<file path="src/rtl/zx_keyboard.sv">
// PS/2 set-2 receiver feeding an 8x5 ZX Spectrum key matrix, plus F12/F5 hold levels.
// Latency: raw PS/2 clock fall to accepted fall 2+FILTER cycles; matrix updates 2 cycles after the stop-bit fall.
// Backpressure: none; PS/2 is a push source and key_data is a combinational read of the matrix.
module zx_keyboard #(
  parameter int FILTER  = 8,
  parameter int TIMEOUT = 65535
) (
  input  logic       clk_sys,
  input  logic       reset_n,
  input  logic       ps2_kbd_clk,
  input  logic       ps2_kbd_data,
  input  logic [7:0] addr,
  output logic [4:0] key_data,
  output logic       key_reset,
  output logic       key_nmi,
  output logic       frame_err
);

  localparam int FW = $clog2(FILTER + 1);
  localparam int TW = $clog2(TIMEOUT + 1);

  typedef enum logic [1:0] {IDLE, SHIFT, CHECK} state_t;

  // Bit 0 carries the PS/2 clock, bit 1 the PS/2 data.
  logic [1:0]          s1_q, s2_q;
  logic [1:0]          filt_q, filt_d;
  logic [1:0][FW-1:0]  fcnt_q, fcnt_d;
  logic                fall_w, dat_w;

  state_t              state_q, state_d;
  logic [3:0]          cnt_q, cnt_d;
  logic [7:0]          sh_q, sh_d;
  logic                par_q, par_d, stop_q, stop_d;
  logic [TW-1:0]       tmo_q, tmo_d;
  logic                timeout_w, frame_ok, frame_bad;

  logic                brk_q, brk_d, ext_q, ext_d;
  logic [39:0]         mat_q, mat_d, pressed_w;
  logic                ssr_q, ssr_d, ssl_q, ssl_d;
  logic                rst_q, rst_d, nmi_q, nmi_d, err_q;
  logic                map_hit;
  logic [5:0]          map_idx;

  // Two-flop synchronisers and stability filters; lines idle high.
  always_ff @(posedge clk_sys or negedge reset_n) begin
    if (!reset_n) begin
      s1_q   <= 2'b11;
      s2_q   <= 2'b11;
      filt_q <= 2'b11;
      fcnt_q <= '0;
    end else begin
      s1_q   <= {ps2_kbd_data, ps2_kbd_clk};
      s2_q   <= s1_q;
      filt_q <= filt_d;
      fcnt_q <= fcnt_d;
    end
  end

  // A line must disagree with its filtered value for FILTER consecutive cycles before it is taken.
  always_comb begin
    filt_d = filt_q;
    fcnt_d = '0;
    for (int i = 0; i < 2; i++) begin
      if (s2_q[i] != filt_q[i]) begin
        if (fcnt_q[i] == FW'(FILTER - 1)) filt_d[i] = s2_q[i];
        else fcnt_d[i] = fcnt_q[i] + 1'b1;
      end
    end
  end

  assign fall_w    = filt_q[0] & ~filt_d[0];
  assign dat_w     = filt_q[1];
  assign timeout_w = (tmo_q == TW'(TIMEOUT));

  // Receiver state register and frame datapath registers.
  always_ff @(posedge clk_sys or negedge reset_n) begin
    if (!reset_n) begin
      state_q <= IDLE;
      cnt_q   <= '0;
      sh_q    <= '0;
      par_q   <= 1'b0;
      stop_q  <= 1'b0;
      tmo_q   <= '0;
    end else begin
      state_q <= state_d;
      cnt_q   <= cnt_d;
      sh_q    <= sh_d;
      par_q   <= par_d;
      stop_q  <= stop_d;
      tmo_q   <= tmo_d;
    end
  end

  // Receiver next state: start bit opens a frame, stop-bit fall closes it, silence abandons it.
  always_comb begin
    state_d = state_q;
    case (state_q)
      IDLE:    if (fall_w && !dat_w) state_d = SHIFT;
      SHIFT: begin
        if (fall_w) begin
          if (cnt_q == 4'd10) state_d = CHECK;
        end else if (timeout_w) begin
          state_d = IDLE;
        end
      end
      CHECK:   state_d = IDLE;
      default: state_d = IDLE;
    endcase
  end

  // Frame datapath: bit counter, LSB-first shifter, parity/stop capture and inactivity counter.
  always_comb begin
    cnt_d  = cnt_q;
    sh_d   = sh_q;
    par_d  = par_q;
    stop_d = stop_q;
    tmo_d  = '0;
    case (state_q)
      IDLE: if (fall_w && !dat_w) cnt_d = 4'd1;
      SHIFT: begin
        if (fall_w) begin
          cnt_d = (cnt_q == 4'd10) ? 4'd0 : cnt_q + 4'd1;
          if (cnt_q <= 4'd8)      sh_d   = {dat_w, sh_q[7:1]};
          else if (cnt_q == 4'd9) par_d  = dat_w;
          else                    stop_d = dat_w;
        end else if (timeout_w) begin
          cnt_d = 4'd0;
        end else begin
          tmo_d = tmo_q + 1'b1;
        end
      end
      default: cnt_d = 4'd0;
    endcase
  end

  // Receiver outputs: frame verdict during CHECK (odd parity over data+parity, stop high).
  always_comb begin
    frame_ok  = (state_q == CHECK) && (^{par_q, sh_q}) && stop_q;
    frame_bad = (state_q == CHECK) && !frame_ok;
  end

  // Scan-code to matrix bit index (row*5 + column); SYMSHIFT sources are handled separately.
  always_comb begin
    map_hit = 1'b1;
    map_idx = 6'd0;
    case (sh_q)
      8'h12: map_idx = 6'd0;   8'h1A: map_idx = 6'd1;   8'h22: map_idx = 6'd2;
      8'h21: map_idx = 6'd3;   8'h2A: map_idx = 6'd4;
      8'h1C: map_idx = 6'd5;   8'h1B: map_idx = 6'd6;   8'h23: map_idx = 6'd7;
      8'h2B: map_idx = 6'd8;   8'h34: map_idx = 6'd9;
      8'h15: map_idx = 6'd10;  8'h1D: map_idx = 6'd11;  8'h24: map_idx = 6'd12;
      8'h2D: map_idx = 6'd13;  8'h2C: map_idx = 6'd14;
      8'h16: map_idx = 6'd15;  8'h1E: map_idx = 6'd16;  8'h26: map_idx = 6'd17;
      8'h25: map_idx = 6'd18;  8'h2E: map_idx = 6'd19;
      8'h45: map_idx = 6'd20;  8'h46: map_idx = 6'd21;  8'h3E: map_idx = 6'd22;
      8'h3D: map_idx = 6'd23;  8'h36: map_idx = 6'd24;
      8'h4D: map_idx = 6'd25;  8'h44: map_idx = 6'd26;  8'h43: map_idx = 6'd27;
      8'h3C: map_idx = 6'd28;  8'h35: map_idx = 6'd29;
      8'h5A: map_idx = 6'd30;  8'h4B: map_idx = 6'd31;  8'h42: map_idx = 6'd32;
      8'h3B: map_idx = 6'd33;  8'h33: map_idx = 6'd34;
      8'h29: map_idx = 6'd35;  8'h3A: map_idx = 6'd37;  8'h31: map_idx = 6'd38;
      8'h32: map_idx = 6'd39;
      default: map_hit = 1'b0;
    endcase
  end

  // Decoder: prefix flags, matrix and special-key levels; a rejected frame drops pending prefixes.
  always_comb begin
    brk_d = brk_q;
    ext_d = ext_q;
    mat_d = mat_q;
    ssr_d = ssr_q;
    ssl_d = ssl_q;
    rst_d = rst_q;
    nmi_d = nmi_q;
    if (frame_bad) begin
      brk_d = 1'b0;
      ext_d = 1'b0;
    end else if (frame_ok) begin
      if (sh_q == 8'hF0)      brk_d = 1'b1;
      else if (sh_q == 8'hE0) ext_d = 1'b1;
      else begin
        brk_d = 1'b0;
        ext_d = 1'b0;
        if (!ext_q) begin
          if (map_hit) mat_d[map_idx] = ~brk_q;
          case (sh_q)
            8'h59:   ssr_d = ~brk_q;
            8'h14:   ssl_d = ~brk_q;
            8'h07:   rst_d = ~brk_q;
            8'h03:   nmi_d = ~brk_q;
            default: ;
          endcase
        end
      end
    end
  end

  // Decoder state and the one-cycle error pulse following CHECK.
  always_ff @(posedge clk_sys or negedge reset_n) begin
    if (!reset_n) begin
      brk_q <= 1'b0;
      ext_q <= 1'b0;
      mat_q <= '0;
      ssr_q <= 1'b0;
      ssl_q <= 1'b0;
      rst_q <= 1'b0;
      nmi_q <= 1'b0;
      err_q <= 1'b0;
    end else begin
      brk_q <= brk_d;
      ext_q <= ext_d;
      mat_q <= mat_d;
      ssr_q <= ssr_d;
      ssl_q <= ssl_d;
      rst_q <= rst_d;
      nmi_q <= nmi_d;
      err_q <= frame_bad;
    end
  end

  // Readout: active-low AND of every row whose address bit is low.
  always_comb begin
    pressed_w     = mat_q;
    pressed_w[36] = mat_q[36] | ssr_q | ssl_q;
    key_data      = 5'h1F;
    for (int r = 0; r < 8; r++) begin
      if (!addr[r]) key_data = key_data & ~pressed_w[r*5 +: 5];
    end
  end

  assign key_reset = rst_q;
  assign key_nmi   = nmi_q;
  assign frame_err = err_q;

endmodule

</file>
<file path="config.mk">
export PLATFORM = sky130hd
export DESIGN_NAME = zx_keyboard
export DESIGN_NICKNAME = d
export VERILOG_FILES = /design/src/rtl/zx_keyboard.sv
export SDC_FILE = /design/constraint.sdc
export NUM_CORES = 1
export LEC_CHECK = 0
export CORE_UTILIZATION = 44
export DETAILED_ROUTE_END_ITERATION = 7
export PLACE_DENSITY = 0.68
export RECOVER_POWER = 100
export SYNTH_ARGS = -nofsm -noshare
export SYNTH_HDL_FRONTEND = slang
export SYNTH_SLANG_ARGS = --single-unit
</file>
<file path="constraint.sdc">
create_clock -name clk_sys -period 4 [get_ports clk_sys]
set_input_delay 1.2 -clock clk_sys [delete_from_list [all_inputs] [get_ports clk_sys]]
set_output_delay 1.2 -clock clk_sys [all_outputs]
set_load 0.1 [all_outputs]
</file>
==> results.tsv <==
metric	value	unit
synth_edf_count	0	
synth_cell_types	56	
cts_root_buffer	clkbuf_16	
hp-class	reg -> reg	
postLayoutCoreUtil	50.49	%
area_growth	12.09	%
ys_top_cells_by_area	dfrtp_1 (42%), o21ai_0 (5.0%), ha_1 (4.9%)	
cts.reportedPaths.clkPinSlew	0.07	ns
setup_viol	0	
grt_pass1_wl	19070	um
place_congestion	0.9273	
pre_cts_slack	0.1556	ns
seq_area_frac_synth	45.39	%
instances_no_fill	711	
endpoint_kind	output pin	
numClockSinks	93	
routed_wl	11630	um
wire_per_inst	16.36	um
syn_area	5144	um^2
post-route-drc-count	0	
rsz0062_at_grt	no	
cp-startpoint	addr[5]	
power_density	337.7	nW/um^2
fmax	0.2584	GHz
die_area	12130	um^2
layout.nets	595	
drv_slew	39	
worstSkewPairLatency	0.35	ns
yosys_warnings	0	
hp-start	s1_q[0]$_DFF_PN1_	
ir_drop	0.0002099	V
ys_seq_elements	93	
dp_cells	695	
fin_setup_tns	0	ns
ios	20	
layout-drive-gt1-share	8.979	%
avgSynthCellArea	9.235	um^2
hpwl	8288	um
netlist_instances	557	
clock_skew	0.008368	ns
drt-initial-drc-count	265	
leakage	2.288	nW
top_usage_layer	met2	
grt_use_met3	4.409	%
worst_slew_pin_slew	2.159	ns
grt_pass1_vias	3851	
grt_use_total	20.83	%
timing.final.crit_period	3.869	ns
grt_start_max_net_pins	44	
hold_violations	0	
core_area	11420	um^2
timing.hold.ws	0.3563	ns
place.port_buffers	19	
cp-start-kind	input port	
required	2.80	ns
cts_max_level	3	
diodes	0	
syn-num-nets	589	
ys.flop_type	dfrtp_1	
grt_overflow_total	0	
yosysTopAreaCell	dfrtp_1	
start_util	45.05	%
postPlaceCellArea	5548	um^2
synth_common_cells	dfrtp_1 (87), inv_1 (57), nand2_1 (51), o21ai_0 (51), nor2_1 (37)	
crit_arrival	2.67	ns
final_area	5766	um^2
cts_setup_buffers	0	
status	finished with violations	
die_h	110.1	um
vias	4122	
crit_fanout	5	
async_flop_share	100.0	%
yosysMostFrequentCell	dfrtp_1	
cts_hold_buf	0	
violations	max-capacitance violations, max-slew violations	
die_width	110.1	um
drt_pass1_iterations	5	
rows	39	
cts-buffers-inserted	9	
crit_type	in -> out	
r2r-start	sh_q[1]$_DFFE_PN0P_	
detail-route-antenna-nets	0	
via_per_inst	5.797	
cts_buffer_depth	2	
grt_util_met2	32.99	%
maxCapViolCount	1	
post-route-period-util	96.74	%
antenna_found_initial	0	
total_power	1.947	mW
cts_tree	done	
synth_top_area_share	42.33	%
fin_ws	0.1305	ns
cts_resized	0	
slew_headroom	-43.97	%
grt_util_met1	27.46	%
[cell type report]
class                      instances  area (um^2)
sequential                        93         2335
clock inverter                     4        31.28
inverter                          57        214.0
tap                              143        178.9
fill                            1063         5653
clock buffer                      12        246.5
timing repair buffer              24        237.7
multi-input combinational        378         2522
[where the power goes]
group          switching [mW]  internal (mW)  leakage, nW
Combinational          0.0668         0.0523        0.877
Clock                   0.357          0.443        0.138
Sequential             0.0427          0.985         1.27
[path summary, 6_finish.rpt]
kind | cells after the start | end | slack [ns]
min | 0 | s2_q[0]$_DFF_PN1_ | 0.36
min in group asynchronous | 1 | key_nmi$_DFFE_PN0P_ | 1.49
max in group asynchronous | 2 | sh_q[5]$_DFFE_PN0P_ | 0.85
min reg2reg | 0 | s2_q[0]$_DFF_PN1_ | 0.36
max reg2reg | 9 | mat_q[6]$_DFFE_PN0P_ | 0.56
max | 4 | key_data[0] | 0.13
[worst max-delay path, cell delays in order]
cell and delay [ns]:
dlygate4sd3_1 0.66, o22ai_1 0.17, nor4_4 0.26, clkbuf_4 0.37
[state kept, by name (all words and copies together) (netlist names)]
register	cells
state_q	2
ext_q	1
s2_q	2
filt_q	2
s1_q	2
ssr_q	1
brk_q	1
fcnt_q	8
par_q	1
sh_q	8
key_nmi	1
mat_q	40
cnt_q	4
ssl_q	1
key_reset	1
tmo_q	16
stop_q	1
frame_err	1
[kinds of logic (layout without fill, tap and decap cells)]
| logic type | count (synthesis) | after routing | share of synthesized area [%] |
|---|---|---|---|
| mux | 15 | 15 | 3.041 |
| buf+inv | 86 | 97 | 6.592 |
| xor+xnor | 21 | 21 | 3.843 |
| flops | 93 | 93 | 45.39 |
| compound gates | 155 | 155 | 19.92 |
| fa+ha+maj | 20 | 20 | 4.865 |
| simple gates | 167 | 167 | 16.35 |
[layer usage]
layer / vias to the layer above / part of all wire (%)
met3: 21 / 5.4
met2: 141 / 46
met5: - / 0
li1: 1992 / -
met4: 0 / 1.9
met1: 1968 / 46
[cell usage in the layout, fill, tap and decap left out, drive strengths merged, types with 9 or more instances in the layout]
cell | synthesis | layout
nor4 | 15 | 15
inv | 57 | 59
nand4 | 10 | 10
xor2 | 9 | 9
o21ai | 60 | 60
ha | 20 | 20
a21oi | 10 | 10
clkbuf | 18 | 18
mux2i | 10 | 10
o31ai | 36 | 36
nand3 | 15 | 15
nand2 | 52 | 52
xnor2 | 11 | 11
nor3 | 12 | 12
o22ai | 21 | 21
nor2 | 37 | 37
dfrtp | 87 | 87
Note: power is estimated with default switching activity, not from simulation.
